[src/rtl/sdr_wb_bist.sv]
// Wishbone master BIST: writes an LFSR pattern in bursts, reads it back, checks it.
// Ports: wb_* master bus, cfg_* test setup, start/busy/done/pass/err_cnt/first_err_addr status.
module sdr_wb_bist #(
  parameter int          AW   = 26,
  parameter int          DW   = 32,
  parameter logic [31:0] SEED = 32'hACE1_2468
) (
  input  logic          wb_clk_i,
  input  logic          wb_rst_i,
  input  logic          sdr_init_done,
  input  logic          start,
  input  logic [AW-1:0] cfg_start_addr,
  input  logic [15:0]   cfg_num_bursts,
  input  logic [7:0]    cfg_burst_len,
  output logic          wb_cyc_o,
  output logic          wb_stb_o,
  output logic          wb_we_o,
  output logic [3:0]    wb_sel_o,
  output logic [AW-1:0] wb_addr_o,
  output logic [DW-1:0] wb_dat_o,
  input  logic [DW-1:0] wb_dat_i,
  input  logic          wb_ack_i,
  output logic          busy,
  output logic          done,
  output logic          pass,
  output logic [15:0]   err_cnt,
  output logic [AW-1:0] first_err_addr
);

  localparam logic [31:0] SEED_EFF =
    (SEED == 32'h0) ? 32'h1 : SEED;

  typedef enum logic [2:0] {
    S_IDLE,
    S_WAIT,
    S_WR,
    S_WR_GAP,
    S_RD_GAP,
    S_RD,
    S_DONE
  } state_t;

  state_t state, state_d;

  logic [31:0]   lfsr;
  logic [AW-1:0] addr;
  logic [AW-1:0] base;
  logic [7:0]    beat;
  logic [7:0]    len_m1;
  logic [15:0]   bcnt;
  logic [15:0]   nb_m1;

  logic accept;
  logic ack;
  logic last_beat;
  logic last_burst;

  function automatic logic [31:0] lfsr_step(
    input logic [31:0] l
  );
    return {l[30:0], l[31] ^ l[21] ^ l[1] ^ l[0]};
  endfunction

  // Bus outputs are pure decodes of the state register.
  assign wb_cyc_o  = (state == S_WR) || (state == S_RD);
  assign wb_stb_o  = wb_cyc_o;
  assign wb_we_o   = (state == S_WR);
  assign wb_sel_o  = {4{wb_stb_o}};
  assign wb_addr_o = addr;
  assign wb_dat_o  = wb_we_o ? lfsr : '0;

  // busy stays high through the done cycle, so a start
  // arriving together with done is dropped.
  assign accept     = start && !busy && (state == S_IDLE);
  assign ack        = wb_ack_i && wb_stb_o;
  assign last_beat  = (beat == len_m1);
  assign last_burst = (bcnt == nb_m1);

  always_ff @(posedge wb_clk_i or posedge wb_rst_i) begin
    if (wb_rst_i) state <= S_IDLE;
    else          state <= state_d;
  end

  always_comb begin
    state_d = state;
    unique case (state)
      S_IDLE: begin
        if (accept)
          state_d = (cfg_num_bursts == 16'd0) ? S_DONE : S_WAIT;
      end
      S_WAIT: begin
        if (sdr_init_done) state_d = S_WR;
      end
      S_WR: begin
        if (ack && last_beat)
          state_d = last_burst ? S_RD_GAP : S_WR_GAP;
      end
      S_WR_GAP: state_d = S_WR;
      S_RD_GAP: state_d = S_RD;
      S_RD: begin
        if (ack && last_beat)
          state_d = last_burst ? S_DONE : S_RD_GAP;
      end
      S_DONE:  state_d = S_IDLE;
      default: state_d = S_IDLE;
    endcase
  end

  always_ff @(posedge wb_clk_i or posedge wb_rst_i) begin
    if (wb_rst_i) begin
      lfsr           <= SEED_EFF;
      addr           <= '0;
      base           <= '0;
      beat           <= '0;
      len_m1         <= '0;
      bcnt           <= '0;
      nb_m1          <= '0;
      busy           <= 1'b0;
      done           <= 1'b0;
      pass           <= 1'b0;
      err_cnt        <= '0;
      first_err_addr <= '0;
    end else begin
      done <= 1'b0;
      if (done) busy <= 1'b0;

      if (accept) begin
        base           <= cfg_start_addr;
        addr           <= cfg_start_addr;
        len_m1         <= (cfg_burst_len == 8'd0) ?
                          8'd0 : cfg_burst_len - 8'd1;
        nb_m1          <= cfg_num_bursts - 16'd1;
        beat           <= '0;
        bcnt           <= '0;
        lfsr           <= SEED_EFF;
        err_cnt        <= '0;
        first_err_addr <= '0;
        pass           <= 1'b0;
        busy           <= 1'b1;
      end

      if (state == S_DONE) begin
        done <= 1'b1;
        pass <= (err_cnt == 16'd0);
      end

      if (ack) begin
        if (!wb_we_o && (wb_dat_i != lfsr)) begin
          if (err_cnt == 16'd0) first_err_addr <= addr;
          if (err_cnt != 16'hFFFF) err_cnt <= err_cnt + 16'd1;
        end
        addr <= addr + AW'(1);
        lfsr <= lfsr_step(lfsr);
        if (last_beat) begin
          beat <= '0;
          if (last_burst) begin
            bcnt <= '0;
            // Read phase regenerates the same pattern
            // over the same region.
            if (state == S_WR) begin
              lfsr <= SEED_EFF;
              addr <= base;
            end
          end else begin
            bcnt <= bcnt + 16'd1;
          end
        end else begin
          beat <= beat + 8'd1;
        end
      end
    end
  end

endmodule

[config.mk]
export PLATFORM = sky130hd
export DESIGN_NAME = sdr_wb_bist
export DESIGN_NICKNAME = d
export VERILOG_FILES = /design/src/rtl/sdr_wb_bist.sv
export SDC_FILE = /design/constraint.sdc
export NUM_CORES = 1
export LEC_CHECK = 0
export BUFFER_PORTS_ARGS = -buffer_cell sky130_fd_sc_hd__buf_2
export CORE_MARGIN = 5
export CORE_UTILIZATION = 45
export CTS_CLUSTER_DIAMETER = 50
export CTS_CLUSTER_SIZE = 8
export DETAILED_ROUTE_END_ITERATION = 16
export HOLD_SLACK_MARGIN = 0.06
export PLACE_DENSITY = 0.67
export SYNTH_ARGS = -nofsm -noshare
export SYNTH_HDL_FRONTEND = slang
export SYNTH_SLANG_ARGS = --single-unit
[constraint.sdc]
create_clock -name wb_clk_i -period 10 [get_ports wb_clk_i]
set_input_delay 2 -clock wb_clk_i [delete_from_list [all_inputs] [get_ports wb_clk_i]]
set_output_delay 2 -clock wb_clk_i [all_outputs]
set_load 0.02 [all_outputs]
==> impl_metrics.tcl <==
set metrics [dict create \
    rsz0062_at_grt "no" \
    insertion_delay_ns 0.43 \
    htree_levels 4 \
    tightestPinTransition_ns 1.21 \
    core_region_area_um2 21200 \
    grt_use_total_pct 20.1 \
    status "completed" \
    postLayoutCellArea_um2 11500 \
    syn-cell-area_um2 9760 \
    yosysUniqueCellTypes 61 \
    root_buffer "clkbuf_16" \
    place_area_um2 10900 \
    synthFlopType "dfrtp_1" \
    n_antenna_cell 0 \
    synth-seq-cells 180 \
    io_pins 197 \
    nFillCells 1903 \
    finalCriticalPeriod_ns 4.66 \
    seq_area_frac_synth_pct 46.3 \
    vias 8078 \
    final_nets 1278 \
    syn_inst 1014 \
    row_count 53 \
    die_area_um2 24700 \
    gp_congestion 0.844 \
    grt_pass1_wl_um 40300 \
    synthTopCellsByArea "dfrtp_1 (43%), xnor2_1 (5.9%), mux2i_1 (5.5%)" \
    drt_iter0_drc 577 \
    place_hpwl_um 17900 \
    max_freq_ghz 0.215 \
    yosysMostFrequentCell "dfrtp_1" \
    async_flop_share_pct 100 \
    synth_top_cell_by_area "dfrtp_1" \
    final-setup-viol-count 0 \
    rrSetupSlack_ns 6.09 \
    tns_ns 0 \
    crit_path_end_kind "output port" \
    wire_per_inst_um 17.1 \
    postRouteAntennaNets 0 \
    hold_viol_final 0 \
    yosys_warnings 0 \
    p_leak_uw 0.00546 \
    dp_cells 1438 \
    fp.dieH_um 157 \
    synth.top_cell.area_share_pct 42.8 \
    avgSynthCellArea_um2 9.62 \
    vdd_drop_max_mv 0.140 \
    antenna_found_initial 1 \
    ctsResizeCount 0 \
    drive_above_1_share_pct 23.3 \
    synth.top_cells.by_count "dfrtp_1 (167), nand2_1 (140), xnor2_1 (66), mux2i_1 (54), inv_1 (52)" \
    final_cells 1470 \
    crit_path_start_kind "flop" \
    slew_violations 0 \
    power.density_nw_per_um2 294 \
    die_w_um 157 \
    hold_path_class "reg -> reg" \
    grt.overflow.total 0 \
    dr.pass1.iters 5 \
    area_growth_pct 17.7 \
    cts_buffer_depth 2 \
    crit_type "reg -> out" \
    cts_tree "done" \
    synth_edf_count 0 \
    clk_pin_slew_worst_paths_ns 0.07 \
    crit_required_ns 8.00 \
    fin_crit_sh_pct 46.6 \
    p_total_uw 3380 \
    initial_utilization_pct 46.1 \
    grt_max_degree 108 \
    cts_hold_buf 0 \
    fin_skew_ns 0.0126 \
    worstPathMaxFanout 36 \
    port_buffers 196 \
    cts_inserted_buffers 17 \
    grt_pass1_vias 7828 \
    syn_nets 1110 \
    vias_per_cell 5.50 \
    relSlewSlack_pct 19.4 \
    postCtsSetupBuffers 0 \
    post-route-util_pct 54.3 \
    crit_arrival_ns 2.66 \
    max_cap_viol_count 0 \
    cts.sinks 180 \
    drt_wl_total_um 25100 \
    drcViolationCount 0 \
]
-- state kept, by name, indices dropped and copies added (netlist names) --
register	flops
pass	1
first_err_addr	26
lfsr	32
err_cnt	16
wb_addr_o	26
state	3
busy	1
done	1
bcnt	16
nb_m1	16
beat	8
base	26
len_m1	8
-- cell families (layout without fill, tap and decap cells) --
family,Yosys count,count (layout),share of synthesized area [%]
xor+xnor,108,108,9.69
mux,68,68,7.16
simple gates,353,353,17.7
compound gates,190,190,13.4
fa+ha+maj,9,9,1.15
buf+inv,106,287,4.58
flops,180,180,46.3
-- per-layer routing --
layer	wire [µm]	global-route usage, %	vias to the layer above
met5	13	0	-
met4	405	5.94	2
met3	1510	3.33	31
met2	11700	32.3	263
met1	11500	28.3	3900
li1	-	-	3882
-- through the flow --
| step | setup WS [ns] | hold WS (ns) |
|---|---|---|
| finish | 5.34 | 0.455 |
| global route | 5.20 | 0.471 |
| CTS | 5.33 | 0.457 |
| detailed placement | 5.61 | 0.448 |
| global placement | 5.68 | 0.440 |
| floorplan | 3.13 | 0.440 |
-- cell type report --
type | instances | area [µm²] | share of cell area [%]
Multi-Input combinational cell | 728 | 4820 | 42.0
Sequential cell | 180 | 4520 | 39.4
Timing Repair Buffer | 203 | 1030 | 9.00
Clock buffer | 17 | 425 | 3.70
Tap cell | 275 | 344 | 3.00
Inverter | 52 | 200 | 1.74
Clock inverter | 15 | 141 | 1.23
-- where the power goes --
part           switching, µW  leakage [µW]  internal [µW]  total (µW)
Clock                    318      0.000271            330         648
Combinational            830       0.00293            564        1390
Sequential               304       0.00226           1030        1340
Total                   1450       0.00546           1930        3380
-- cells in the final DEF, fill, tap and decap left out, types with 17 or more instances in the layout --
cell type | Yosys | routed
nor2_1 | 44 | 43
a21oi_1 | 33 | 33
mux2i_1 | 54 | 54
o21ai_0 | 49 | 49
nor3_1 | 17 | 17
inv_1 | 52 | 51
buf_2 | 8 | 196
nor4_1 | 23 | 23
a22o_1 | 29 | 29
xor2_1 | 42 | 42
xnor2_1 | 66 | 66
nand3_1 | 27 | 26
and2_1 | 36 | 35
nand4_1 | 21 | 21
clkbuf_16 | 0 | 17
and3_1 | 17 | 17
nand2_1 | 140 | 139
dfrtp_1 | 167 | 167
-- critical path, stage by stage, from the launching register on --
cell and delay, ns:
dfrtp_1 0.52, or3b_1 0.56, inv_1 0.71, and2_1 0.26
buf_2 0.17
-- final timing paths --
kind                            depth (start not counted)            to      from
worst max-delay path                                    4  wb_dat_o[15]  state[2]
worst min-delay path                                    1          busy      done
worst max register to register                          5      lfsr[16]  state[2]
worst min register to register                          1          busy      done
max in group asynchronous                               3       base[3]  wb_rst_i
min in group asynchronous                               2    err_cnt[5]  wb_rst_i
(Power assumes the default switching activity.)
